===== src/rtl/gtfmac_wrapper_reset_sequencer.sv =====
// Staged reset sequencer: syncs reset_async into clk, holds every channel, then releases channels 0..NUM_CH-1 in order.
// Latency: rst_n[0] rises SYNC_STAGES+MIN_ASSERT edges after reset_async deasserts; each later channel follows by RELEASE_GAP (+ack wait).
// Backpressure: with WAIT_ACK=1 the next release waits on ch_ack of the previous channel, bounded by ACK_TIMEOUT (sticky error on expiry).
module gtfmac_wrapper_reset_sequencer #(
    parameter int NUM_CH      = 4,
    parameter int SYNC_STAGES = 3,
    parameter int MIN_ASSERT  = 8,
    parameter int RELEASE_GAP = 16,
    parameter int WAIT_ACK    = 0,
    parameter int ACK_TIMEOUT = 256
) (
    input  logic              clk,
    input  logic              reset_async,
    input  logic              sw_reset_req,
    input  logic [NUM_CH-1:0] ch_ack,
    output logic [NUM_CH-1:0] rst_n,
    output logic              done,
    output logic              ack_timeout_err
);

    localparam int CNT_MAX_MG = (MIN_ASSERT > RELEASE_GAP) ? MIN_ASSERT : RELEASE_GAP;
    localparam int CNT_MAX    = (CNT_MAX_MG > ACK_TIMEOUT) ? CNT_MAX_MG : ACK_TIMEOUT;
    localparam int CNT_W      = $clog2(CNT_MAX) + 1;
    localparam int IDX_W      = (NUM_CH > 1) ? $clog2(NUM_CH) : 1;

    localparam logic [CNT_W-1:0] CNT_ONE  = CNT_W'(1);
    localparam logic [CNT_W-1:0] MIN_LAST = CNT_W'(MIN_ASSERT - 1);
    localparam logic [CNT_W-1:0] GAP_LAST = CNT_W'(RELEASE_GAP - 1);
    localparam logic [CNT_W-1:0] TO_LAST  = CNT_W'(ACK_TIMEOUT - 1);
    localparam logic [IDX_W-1:0] IDX_ONE  = IDX_W'(1);
    localparam logic [IDX_W-1:0] LAST_CH  = IDX_W'(NUM_CH - 1);

    localparam logic [1:0] ST_SYNC    = 2'd0;
    localparam logic [1:0] ST_HOLD    = 2'd1;
    localparam logic [1:0] ST_RELEASE = 2'd2;
    localparam logic [1:0] ST_DONE    = 2'd3;

    (* ASYNC_REG = "TRUE" *) logic [SYNC_STAGES-1:0] sync_q;
    logic              sync_ok;

    logic [1:0]        state_q, state_d;
    logic [CNT_W-1:0]  cnt_q,   cnt_d;
    logic [IDX_W-1:0]  idx_q,   idx_d;     // most recently released channel
    logic              ackw_q,  ackw_d;    // waiting for ch_ack[idx_q]
    logic              swh_q,   swh_d;     // software reset was sampled last edge
    logic [NUM_CH-1:0] rst_q,   rst_d;
    logic              done_q,  done_d;
    logic              err_q,   err_d;

    logic [CNT_W-1:0]  hold_cnt;
    logic              rel_vld;
    logic [IDX_W-1:0]  rel_idx;

    assign sync_ok = sync_q[SYNC_STAGES-1];

    // Reset synchroniser: shifts ones in once reset_async is released.
    always_ff @(posedge clk or negedge reset_async) begin
        if (!reset_async) begin
            sync_q <= '0;
        end else begin
            sync_q <= {sync_q[SYNC_STAGES-2:0], 1'b1};
        end
    end

    // Sequencing FSM next-state: hold window, paced releases, ack waits and software re-reset.
    always_comb begin
        state_d  = state_q;
        cnt_d    = cnt_q;
        idx_d    = idx_q;
        ackw_d   = ackw_q;
        swh_d    = 1'b0;
        rst_d    = rst_q;
        done_d   = done_q;
        err_d    = err_q;
        rel_vld  = 1'b0;
        rel_idx  = '0;
        // SYNC sees sync_ok one edge after it rises, so it acts as the cnt=0 step of HOLD
        hold_cnt = (state_q == ST_SYNC) ? '0 : cnt_q;

        case (state_q)
            ST_SYNC, ST_HOLD: begin
                // The first edge after a software request drops keeps cnt at 0 so the window starts there
                if ((state_q == ST_SYNC) ? sync_ok : !swh_q) begin
                    if (hold_cnt == MIN_LAST) begin
                        rel_vld = 1'b1;
                    end else begin
                        cnt_d   = hold_cnt + CNT_ONE;
                        state_d = ST_HOLD;
                    end
                end
            end
            ST_RELEASE: begin
                if (ackw_q) begin
                    if (ch_ack[idx_q]) begin
                        ackw_d = 1'b0;
                        cnt_d  = '0;
                    end else if (cnt_q == TO_LAST) begin
                        err_d  = 1'b1;
                        ackw_d = 1'b0;
                        cnt_d  = '0;
                    end else begin
                        cnt_d  = cnt_q + CNT_ONE;
                    end
                end else if (cnt_q == GAP_LAST) begin
                    rel_vld = 1'b1;
                    rel_idx = idx_q + IDX_ONE;
                end else begin
                    cnt_d = cnt_q + CNT_ONE;
                end
            end
            default: begin
                done_d = 1'b1;
            end
        endcase

        if (rel_vld) begin
            rst_d[rel_idx] = 1'b1;
            idx_d          = rel_idx;
            cnt_d          = '0;
            ackw_d         = (WAIT_ACK != 0);
            state_d        = (rel_idx == LAST_CH) ? ST_DONE : ST_RELEASE;
        end

        // Software re-reset wins over everything except the synchroniser phase; the error flag survives it
        if (sw_reset_req && (state_q != ST_SYNC)) begin
            rst_d   = '0;
            done_d  = 1'b0;
            cnt_d   = '0;
            ackw_d  = 1'b0;
            swh_d   = 1'b1;
            state_d = ST_HOLD;
        end
    end

    // FSM and output registers; reset_async clears everything immediately.
    always_ff @(posedge clk or negedge reset_async) begin
        if (!reset_async) begin
            state_q <= ST_SYNC;
            cnt_q   <= '0;
            idx_q   <= '0;
            ackw_q  <= 1'b0;
            swh_q   <= 1'b0;
            rst_q   <= '0;
            done_q  <= 1'b0;
            err_q   <= 1'b0;
        end else begin
            state_q <= state_d;
            cnt_q   <= cnt_d;
            idx_q   <= idx_d;
            ackw_q  <= ackw_d;
            swh_q   <= swh_d;
            rst_q   <= rst_d;
            done_q  <= done_d;
            err_q   <= err_d;
        end
    end

    assign rst_n           = rst_q;
    assign done            = done_q;
    assign ack_timeout_err = err_q;

endmodule


===== config.mk =====
export PLATFORM = sky130hd
export DESIGN_NAME = gtfmac_wrapper_reset_sequencer
export DESIGN_NICKNAME = d
export VERILOG_FILES = /design/src/rtl/gtfmac_wrapper_reset_sequencer.sv
export SDC_FILE = /design/constraint.sdc
export NUM_CORES = 1
export LEC_CHECK = 0
export CAP_MARGIN = 5
export CORE_MARGIN = 2
export CORE_UTILIZATION = 62
export DETAILED_ROUTE_END_ITERATION = 8
export DONT_BUFFER_PORTS = 1
export GPL_ROUTABILITY_DRIVEN = 0
export MAX_ROUTING_LAYER = met4
export PLACE_DENSITY_LB_ADDON = 0.12
export SETUP_SLACK_MARGIN = 0.15
export SKIP_CTS_REPAIR_TIMING = 1
export SYNTH_ARGS = -nofsm -noshare
export SYNTH_HDL_FRONTEND = slang
export SYNTH_SLANG_ARGS = --single-unit

===== constraint.sdc =====
create_clock -name clk -period 3.4 [get_ports clk]
set_input_delay 0.34 -clock clk [delete_from_list [all_inputs] [get_ports clk]]
set_output_delay 0.34 -clock clk [all_outputs]
set_load 0.02 [all_outputs]

==> flow_summary.html, run 1 <==
<table>
<tr><th>Metric</th><th>Value</th></tr>
<tr><th colspan="2">Run status</th></tr>
<tr><td>Status</td><td>complete, no violations</td></tr>
<tr><th colspan="2">Die</th></tr>
<tr><td>Number of ports placed on the die boundary</td><td>13</td></tr>
<tr><td>Std-Cell Rows</td><td>17</td></tr>
<tr><td>Die Footprint</td><td>2750 µm²</td></tr>
<tr><td>Die X-Extent</td><td>between 50 and 60 µm</td></tr>
<tr><td>Chip height</td><td>~52 µm</td></tr>
<tr><td>Standard cell core area</td><td>between 2000 and 2500 µm²</td></tr>
<tr><td>Starting density of the core</td><td>around two thirds</td></tr>
<tr><th colspan="2">Timing</th></tr>
<tr><td>Maximum clock rate</td><td>about 380 MHz</td></tr>
<tr><td>Setup TNS Final</td><td>0 ns</td></tr>
<tr><td>Hold violation total from the final report</td><td>0</td></tr>
<tr><td>RSZ-0062 raised after global routing</td><td>false</td></tr>
<tr><td>Number of slew-limit violations in the final report</td><td>0</td></tr>
<tr><td>Slew at the pin closest to its max-slew limit</td><td>roughly 0.71 ns</td></tr>
<tr><td>Shortest period the worst path allows</td><td>2.66 ns</td></tr>
<tr><td>Final period utilization</td><td>between 70% and 80%</td></tr>
<tr><td>Largest clock skew in the final design</td><td>approximately 0.0024 ns</td></tr>
<tr><td>Normalized max-slew margin</td><td>about half</td></tr>
<tr><td>Count of final setup violators</td><td>0</td></tr>
<tr><th colspan="2">Clock tree</th></tr>
<tr><td>Total number of clock tree sinks</td><td>24</td></tr>
<tr><td>Clk root buf</td><td>clkbuf_4</td></tr>
<tr><td>Number of H-tree branching levels</td><td>1</td></tr>
<tr><td>Clock transition time at the flip-flop clock pins of the worst setup and hold paths</td><td>0.12 ns</td></tr>
<tr><td>CTS max path bufs</td><td>2</td></tr>
<tr><td>Total CTS buffers</td><td>3</td></tr>
<tr><td>Clock tree from TritonCTS</td><td>built</td></tr>
<tr><td>Clk_lat worst skew</td><td>between 0.3 and 0.4 ns</td></tr>
<tr><th colspan="2">Logic synthesis</th></tr>
<tr><td>Average cell area after synthesis</td><td>about 9 µm²</td></tr>
<tr><td>Synthesized area</td><td>1460 µm²</td></tr>
<tr><td>Post-synthesis instance total</td><td>between 150 and 200</td></tr>
<tr><td>Register bit count reported by yosys</td><td>24</td></tr>
<tr><td>Most common flop cell mapped by yosys</td><td>dfrtp_1</td></tr>
<tr><td>Post-synthesis cell type count</td><td>between 40 and 50</td></tr>
<tr><td>Synth async-reset ratio</td><td>100%</td></tr>
<tr><td>Portion of the post-synthesis area used by sequential elements</td><td>41.2%</td></tr>
<tr><td>Yosys synthesis warning count</td><td>0</td></tr>
<tr><td>Synthesized netlist net count</td><td>177</td></tr>
<tr><td>EDFF count, synth</td><td>0</td></tr>
<tr><th colspan="2">Placed design</th></tr>
<tr><td>Count of input and output buffers</td><td>0</td></tr>
<tr><td>Number of placed instances, taps included</td><td>188</td></tr>
<tr><td>DP HPWL</td><td>around 2400 µm</td></tr>
<tr><th colspan="2">Finish</th></tr>
<tr><td>Final instance count without filler cells</td><td>approximately 190</td></tr>
<tr><td>Total area of sequential cells</td><td>about 600 µm²</td></tr>
<tr><td>Synthesis-to-finish area growth</td><td>6.01%</td></tr>
<tr><td>Fraction of final layout cells sized beyond drive strength 1</td><td>10.2%</td></tr>
<tr><td>Area of the multi-input gates</td><td>approximately 790 µm²</td></tr>
<tr><td>Core utilization of the finished layout</td><td>a little over two thirds</td></tr>
<tr><td>Final Net Count</td><td>about 180</td></tr>
<tr><td>Inserted Diodes</td><td>0</td></tr>
<tr><td>FILL cells</td><td>roughly 190</td></tr>
<tr><th colspan="2">Drt</th></tr>
<tr><td>Via count</td><td>about 1,300</td></tr>
<tr><td>DRC violations left</td><td>0</td></tr>
<tr><td>Via-per-instance ratio</td><td>roughly 6.6</td></tr>
<tr><td>Drt pass-1 iters</td><td>5</td></tr>
<tr><td>Routed wire length</td><td>about 3300 µm</td></tr>
<tr><td>Number of DRC markers after the initial detailed-route iteration</td><td>61</td></tr>
<tr><td>Average detailed-routed wire length per instance</td><td>about 17 µm</td></tr>
<tr><td>Post-DRT Antenna Nets</td><td>0</td></tr>
<tr><th colspan="2">Worst hold path</th></tr>
<tr><td>Startpoint of the worst hold path</td><td>sw_reset_req</td></tr>
<tr><td>Path type of the worst min-delay path</td><td>in -&gt; reg</td></tr>
<tr><td>Depth of the worst hold-timing path</td><td>1</td></tr>
<tr><td>Endpoint of the worst hold-timing path</td><td>done</td></tr>
<tr><th colspan="2">Worst setup path</th></tr>
<tr><td>Arrival @ worst endpoint</td><td>about 2.9 ns</td></tr>
<tr><td>Endpoint class of the critical path</td><td>flop</td></tr>
<tr><td>Setup slack of the worst register-to-register path</td><td>approximately 0.74 ns</td></tr>
<tr><td>Reg2reg path depth</td><td>10</td></tr>
<tr><td>Endpoint of the lowest-slack register-to-register path</td><td>cnt_q[3]</td></tr>
<tr><td>Crit path kind</td><td>reg -&gt; reg</td></tr>
<tr><td>Startpoint kind of the worst setup timing path</td><td>flop</td></tr>
<tr><td>Crit Reg-Reg Startpoint</td><td>cnt_q[0]</td></tr>
<tr><td>Maximum fanout along the worst path</td><td>8</td></tr>
<tr><td>Worst endpoint required time</td><td>approximately 3.7 ns</td></tr>
<tr><th colspan="2">Power and ir drop</th></tr>
<tr><td>Power density normalized to cell area</td><td>between 300 and 400 nW/µm²</td></tr>
<tr><td>Pleak</td><td>approximately 0.67 nW</td></tr>
<tr><td>Total Power Consumption</td><td>a little under 0.0005 W</td></tr>
<tr><td>Highest ir drop seen on vdd</td><td>0.262 mV</td></tr>
<tr><th colspan="2">Global route</th></tr>
<tr><td>Vias in the first global route</td><td>~1,200</td></tr>
<tr><td>Global-route wire length before repair</td><td>5400 µm</td></tr>
<tr><td>Remaining global-route overflow</td><td>0</td></tr>
<tr><td>Antenna violations before repair</td><td>0</td></tr>
<tr><td>Largest net degree at the start of global routing</td><td>25</td></tr>
<tr><td>All-layer global routing usage</td><td>between 20% and 30%</td></tr>
<tr><th colspan="2">Run</th></tr>
<tr><td>Max-cap violations</td><td>0</td></tr>
</table>
-- worst max-delay path, stage by stage (launching register included) --
cell,delay [ns]
dfrtp_1,0.43
ha_1,0.26
nand3_1,0.14
or2_2,0.14
inv_1,0.04
ha_1,0.19
or2_2,0.32
o221ai_4,0.27
a21oi_2,0.14
or4_1,0.50
a31oi_1,0.16
-- kinds of logic (layout without fill, tap and decap cells) --
group                      count (synthesis)  in the layout  share of synthesized area (%)
adders and majority gates                  4              4                           3.43
xor gates and xnor gates                   1              1                          0.601
AOI/OAI and AO/OA                         47             47                           22.3
DFF                                       24             24                           41.2
buffers and inverters                     17             17                           4.81
and+or+nand+nor                           67             67                           23.3
muxes                                      5              5                           4.12
other                                      1              1                          0.257
-- through the flow --
| step | setup slack [ns] | instance area [µm²] | hold slack [ns] |
|---|---|---|---|
| floorplan | 0.985 | 1460 | 0.0444 |
| global placement | 0.882 | 1480 | 0.0449 |
| detailed placement | 0.782 | 1480 | 0.0449 |
| CTS | 0.751 | 1520 | -0.317 |
| global route | 0.500 | 1550 | 0.134 |
| finish | 0.738 | 1550 | 0.147 |
-- cell usage after synthesis (all sizes together), types with 3 or more instances --
cell type	instances	area, µm²
o21ai	12	60.1
dfrtp	24	601
a211o	3	26.3
clkbuf	5	18.8
ha	4	50.1
a21oi	11	58.8
o21a	3	22.5
nand3	11	55.1
nand4	5	31.3
a31oi	3	18.8
nor2	18	67.6
or2	3	18.8
nor3	3	15.0
buf	5	25.0
mux2i	3	30.0
nor2b	3	18.8
o22ai	3	18.8
nand2	12	45.0
inv	7	26.3
-- placed cells by master (no fill, tap or decap), types with 4 or more instances in the layout --
cell     synthesis  final
nand4_1          5      5
dfrtp_1         24     24
nand2_1         12     12
o21ai_0         11     11
buf_4            0      4
a21oi_1         10     10
nand3_1         11     11
ha_1             4      4
nor2_1          18     18
inv_1            7      7
-- routing by layer --
layer  wire length, µm  GRT usage [%]  vias up
met5                 0              -        -
met4                63           12.4        0
met3               187           4.00        8
met2              1610           45.2       53
met1              1460           36.2      621
li1                  -              -      598
-- power breakdown --
group / switching, W / internal (W)
clock: 0.0000833 / 0.0000655
sequential: 0.00000556 / 0.000291
combinational: 0.0000272 / 0.0000172
total: 0.000116 / 0.000373
-- how the worst max path moves through the flow --
stage               startpoint  cells after the start        to
floorplan             cnt_q[0]                     10  cnt_q[3]
global placement      cnt_q[0]                     10  cnt_q[3]
detailed placement    cnt_q[0]                     10  cnt_q[3]
CTS                   cnt_q[0]                     10  cnt_q[3]
global route          cnt_q[0]                     10  cnt_q[3]
finish                cnt_q[0]                     10  cnt_q[3]
-- state kept, by name (all words and copies together), names as in the netlist, 2 cells and up --
| name | count |
|---|---|
| idx_q | 2 |
| cnt_q | 9 |
| rst_n | 4 |
| sync_q | 3 |
| state_q | 2 |
-- final cells by class --
class | count | share of cell area [%]
Clock buffer | 4 | 2.35
Inverter | 7 | 1.70
Multi-Input combinational cell | 125 | 50.9
Sequential cell | 24 | 38.9
Tap cell | 28 | 2.27
Timing Repair Buffer | 6 | 3.89
No activity file was read; power rests on OpenSTA's default activity.
==> inputs of run 2 (changes only) <==
==> constraint.sdc (replaced) <==
create_clock -name clk -period 2.7 [get_ports clk]
set_input_delay 0.27 -clock clk [delete_from_list [all_inputs] [get_ports clk]]
set_output_delay 0.27 -clock clk [all_outputs]
set_load 0.02 [all_outputs]
==> run 2 against run 1 <==
Compared with the run above:
- clock skew up 0.0013 ns
- clock power up 74%
- fmax up 9.6%
- largest cell class unchanged
- highest routed layer unchanged
==> flow_summary.html, run 2 (synthesis results as in run 1) <==
<table>
<tr><th>Metric</th><th>Value</th></tr>
<tr><th colspan="2">Run status</th></tr>
<tr><td>Status</td><td>complete, no violations</td></tr>
<tr><th colspan="2">Power and ir drop</th></tr>
<tr><td>Comb pwr share</td><td>9.4% (+0.3 points)</td></tr>
<tr><td>Highest ir drop seen on vdd</td><td>0.318 mV (+21%)</td></tr>
<tr><td>Pleak</td><td>0.705 nW (+5.3%)</td></tr>
<tr><td>Internal power</td><td>0.000543 W (+45%)</td></tr>
<tr><td>Sequential cell fraction of total power</td><td>53.4% (-7.1 points)</td></tr>
<tr><td>Power density normalized to cell area</td><td>425 nW/µm² (+34%)</td></tr>
<tr><td>Net switching power of the design</td><td>0.000153 W (+32%)</td></tr>
<tr><td>Part of the power in the clock network</td><td>37.3% (+6.9 points)</td></tr>
<tr><td>Switch share</td><td>22.0% (-1.7 points)</td></tr>
<tr><th colspan="2">Global route</th></tr>
<tr><td>Vias in the first global route</td><td>1,241 (+4.5%)</td></tr>
<tr><td>Antenna violations before repair</td><td>0 (unchanged)</td></tr>
<tr><td>Remaining global-route overflow</td><td>0 (unchanged)</td></tr>
<tr><td>Global-route wire length before repair</td><td>5380 µm (-0.37%)</td></tr>
<tr><td>All-layer global routing usage</td><td>27.0% (-1.4 points)</td></tr>
<tr><td>Largest net degree at the start of global routing</td><td>25 (unchanged)</td></tr>
<tr><th colspan="2">Timing</th></tr>
<tr><td>Slew at the pin closest to its max-slew limit</td><td>0.561 ns (-0.152 ns)</td></tr>
<tr><td>Number of slew-limit violations in the final report</td><td>0 (unchanged)</td></tr>
<tr><td>Count of final setup violators</td><td>0 (unchanged)</td></tr>
<tr><td>Shortest period the worst path allows</td><td>2.43 ns (-0.233 ns)</td></tr>
<tr><td>Normalized max-slew margin</td><td>62.4% (+10 points)</td></tr>
<tr><td>RSZ-0062 raised after global routing</td><td>false</td></tr>
<tr><td>Final period utilization</td><td>90.0% (+12 points)</td></tr>
<tr><td>Maximum clock rate</td><td>412 MHz (+9.6%)</td></tr>
<tr><td>Setup TNS Final</td><td>0 ns (unchanged)</td></tr>
<tr><td>Hold violation total from the final report</td><td>0 (unchanged)</td></tr>
<tr><td>Largest clock skew in the final design</td><td>0.00368 ns (+0.00131 ns)</td></tr>
<tr><th colspan="2">Finish</th></tr>
<tr><td>Fraction of final layout cells sized beyond drive strength 1</td><td>15.1% (+4.9 points)</td></tr>
<tr><td>Final Net Count</td><td>184 (+3.4%)</td></tr>
<tr><td>Most common cell after layout, fill and taps aside</td><td>dfrtp_1</td></tr>
<tr><td>Synthesis-to-finish area growth</td><td>12.4%</td></tr>
<tr><td>Inserted Diodes</td><td>0 (unchanged)</td></tr>
<tr><td>Non-Filler Cell Area, Final</td><td>1640 µm² (+6.1%)</td></tr>
<tr><td>Register ranked first by flip-flop count</td><td>cnt_q</td></tr>
<tr><td>Flip-flop count of the largest register after layout</td><td>9 (unchanged)</td></tr>
<tr><td>Commonest cells after routing, fill and taps aside</td><td>dfrtp_1, nor2_1, nand2_1</td></tr>
<tr><th colspan="2">Run</th></tr>
<tr><td>Max-cap violations</td><td>0 (unchanged)</td></tr>
<tr><th colspan="2">Clock tree</th></tr>
<tr><td>Clk root buf</td><td>clkbuf_4</td></tr>
<tr><td>Clock tree from TritonCTS</td><td>built</td></tr>
<tr><td>Total number of clock tree sinks</td><td>24 (unchanged)</td></tr>
<tr><td>Number of H-tree branching levels</td><td>1 (unchanged)</td></tr>
<tr><td>Clock transition time at the flip-flop clock pins of the worst setup and hold paths</td><td>0.14 ns (+0.02 ns)</td></tr>
<tr><td>Total CTS buffers</td><td>3 (unchanged)</td></tr>
<tr><td>CTS max path bufs</td><td>2 (unchanged)</td></tr>
<tr><td>Clk_lat worst skew</td><td>0.31 ns (about the same)</td></tr>
<tr><th colspan="2">Worst setup path</th></tr>
<tr><td>Critical path, cell by cell</td><td>ha_4 &gt; nand3_2 &gt; or2_4 &gt; inv_1 &gt; ha_2 &gt; or2_4 &gt; o221ai_4 &gt; a21oi_4 &gt; or4_1 &gt; a31oi_1</td></tr>
<tr><td>Crit Reg-Reg Startpoint</td><td>cnt_q[0]</td></tr>
<tr><td>Worst endpoint required time</td><td>2.94 ns (-0.71 ns)</td></tr>
<tr><td>Endpoint class of the critical path</td><td>flop</td></tr>
<tr><td>Arrival @ worst endpoint</td><td>2.67 ns (-0.24 ns)</td></tr>
<tr><td>Setup slack of the worst register-to-register path</td><td>0.27 ns (-0.47 ns)</td></tr>
<tr><td>Library cell contributing the largest single delay on the critical path</td><td>or4_1</td></tr>
<tr><td>Startpoint kind of the worst setup timing path</td><td>flop</td></tr>
<tr><td>Crit path kind</td><td>reg -&gt; reg</td></tr>
<tr><td>Crit-path max cell delay</td><td>0.51 ns (about the same)</td></tr>
<tr><td>Count of buffering cells on the critical path with inverters included</td><td>1 (unchanged)</td></tr>
<tr><td>Reg2reg path depth</td><td>10 (unchanged)</td></tr>
<tr><td>Critical path's most frequent cell</td><td>or2_4</td></tr>
<tr><td>Endpoint of the lowest-slack register-to-register path</td><td>cnt_q[3]</td></tr>
<tr><td>Cell depth of the worst setup path</td><td>10 (unchanged)</td></tr>
<tr><td>Maximum fanout along the worst path</td><td>5 (-3)</td></tr>
<tr><td>Top delay family on crit path</td><td>simple AND/OR/NAND/NOR gates</td></tr>
<tr><th colspan="2">Placed design</th></tr>
<tr><td>Cell area after placement</td><td>1500 µm² (+1.5%)</td></tr>
<tr><td>Count of input and output buffers</td><td>0 (unchanged)</td></tr>
<tr><td>DP HPWL</td><td>2350 µm (-1.9%)</td></tr>
<tr><th colspan="2">Drt</th></tr>
<tr><td>Via count</td><td>1,300 (+1.6%)</td></tr>
<tr><td>Average detailed-routed wire length per instance</td><td>16.4 µm (-4.3%)</td></tr>
<tr><td>Via-per-instance ratio</td><td>6.50 (-1.5%)</td></tr>
<tr><td>Drt pass-1 iters</td><td>5 (unchanged)</td></tr>
<tr><td>Routed wire length</td><td>3270 µm (-1.3%)</td></tr>
<tr><td>Number of DRC markers after the initial detailed-route iteration</td><td>57 (-6.6%)</td></tr>
<tr><td>Post-DRT Antenna Nets</td><td>0 (unchanged)</td></tr>
<tr><td>DRC violations left</td><td>0 (unchanged)</td></tr>
<tr><th colspan="2">Die</th></tr>
<tr><td>Std-Cell Rows</td><td>17 (unchanged)</td></tr>
<tr><td>Number of ports placed on the die boundary</td><td>13 (unchanged)</td></tr>
<tr><td>Standard cell core area</td><td>2210 µm² (unchanged)</td></tr>
<tr><td>Die X-Extent</td><td>52.5 µm (unchanged)</td></tr>
<tr><td>Starting density of the core</td><td>65.9% (unchanged)</td></tr>
<tr><td>Die Footprint</td><td>2750 µm² (unchanged)</td></tr>
<tr><td>Chip height</td><td>52.5 µm (unchanged)</td></tr>
<tr><th colspan="2">Worst hold path</th></tr>
<tr><td>Startpoint of the worst hold path</td><td>sw_reset_req</td></tr>
<tr><td>Path type of the worst min-delay path</td><td>in -&gt; reg</td></tr>
<tr><td>Endpoint of the worst hold-timing path</td><td>done</td></tr>
<tr><td>Depth of the worst hold-timing path</td><td>1 (unchanged)</td></tr>
</table>
-- run 2: how the worst max path moves through the flow --
stage	from	end	slack, ns
finish	cnt_q[0]	cnt_q[3]	0.27
detailed placement	cnt_q[0]	cnt_q[3]	0.06
global route	cnt_q[0]	cnt_q[3]	0.14
global placement	cnt_q[0]	cnt_q[3]	0.18
CTS	cnt_q[0]	cnt_q[3]	0.04
floorplan	cnt_q[0]	cnt_q[3]	0.29
-- run 2: final cells by class --
type	instances	area, µm²
multi-input combinational	125	820
sequential	24	601
fill	154	573
timing repair buffer	12	105
tap	28	35.0
clock inverter	1	30.0
inverter	7	26.3
clock buffer	3	22.5
-- run 2: per-stage QoR --
step           std cells  utilization (%)  power, W  worst slack, ns  hold WS, ns
2_1_floorplan        166                -  0.000412            0.285      -0.0256
5_1_grt              200             74.1  0.000717            0.140       0.0597
4_1_cts              195             70.2  0.000685           0.0391       -0.379
3_5_place_dp         191             67.9  0.000425           0.0630      -0.0250
6_report             200             74.1  0.000696            0.271       0.0653
3_3_place_gp         191             67.9  0.000424            0.180      -0.0250
-- run 2: layer usage --
metal / global-route usage, % / routed length, µm / up-vias
met4: 6.41 / 74 / 0
met5: - / 0 / -
met3: 5.43 / 236 / 12
met1: 35.3 / 1410 / 609
li1: - / - / 617
met2: 43.3 / 1550 / 62
-- run 2: power by group through the flow --
| stage | logic, W | registers, W | clock network [W] |
|---|---|---|---|
| final | 0.0000651 | 0.000372 | 0.000259 |
| after global routing | 0.0000714 | 0.000372 | 0.000274 |
| after CTS | 0.0000481 | 0.000371 | 0.000267 |
| after detailed placement | 0.0000478 | 0.000378 | 0 |
| after global placement | 0.0000468 | 0.000377 | 0 |
| after floorplan | 0.0000352 | 0.000376 | 0 |
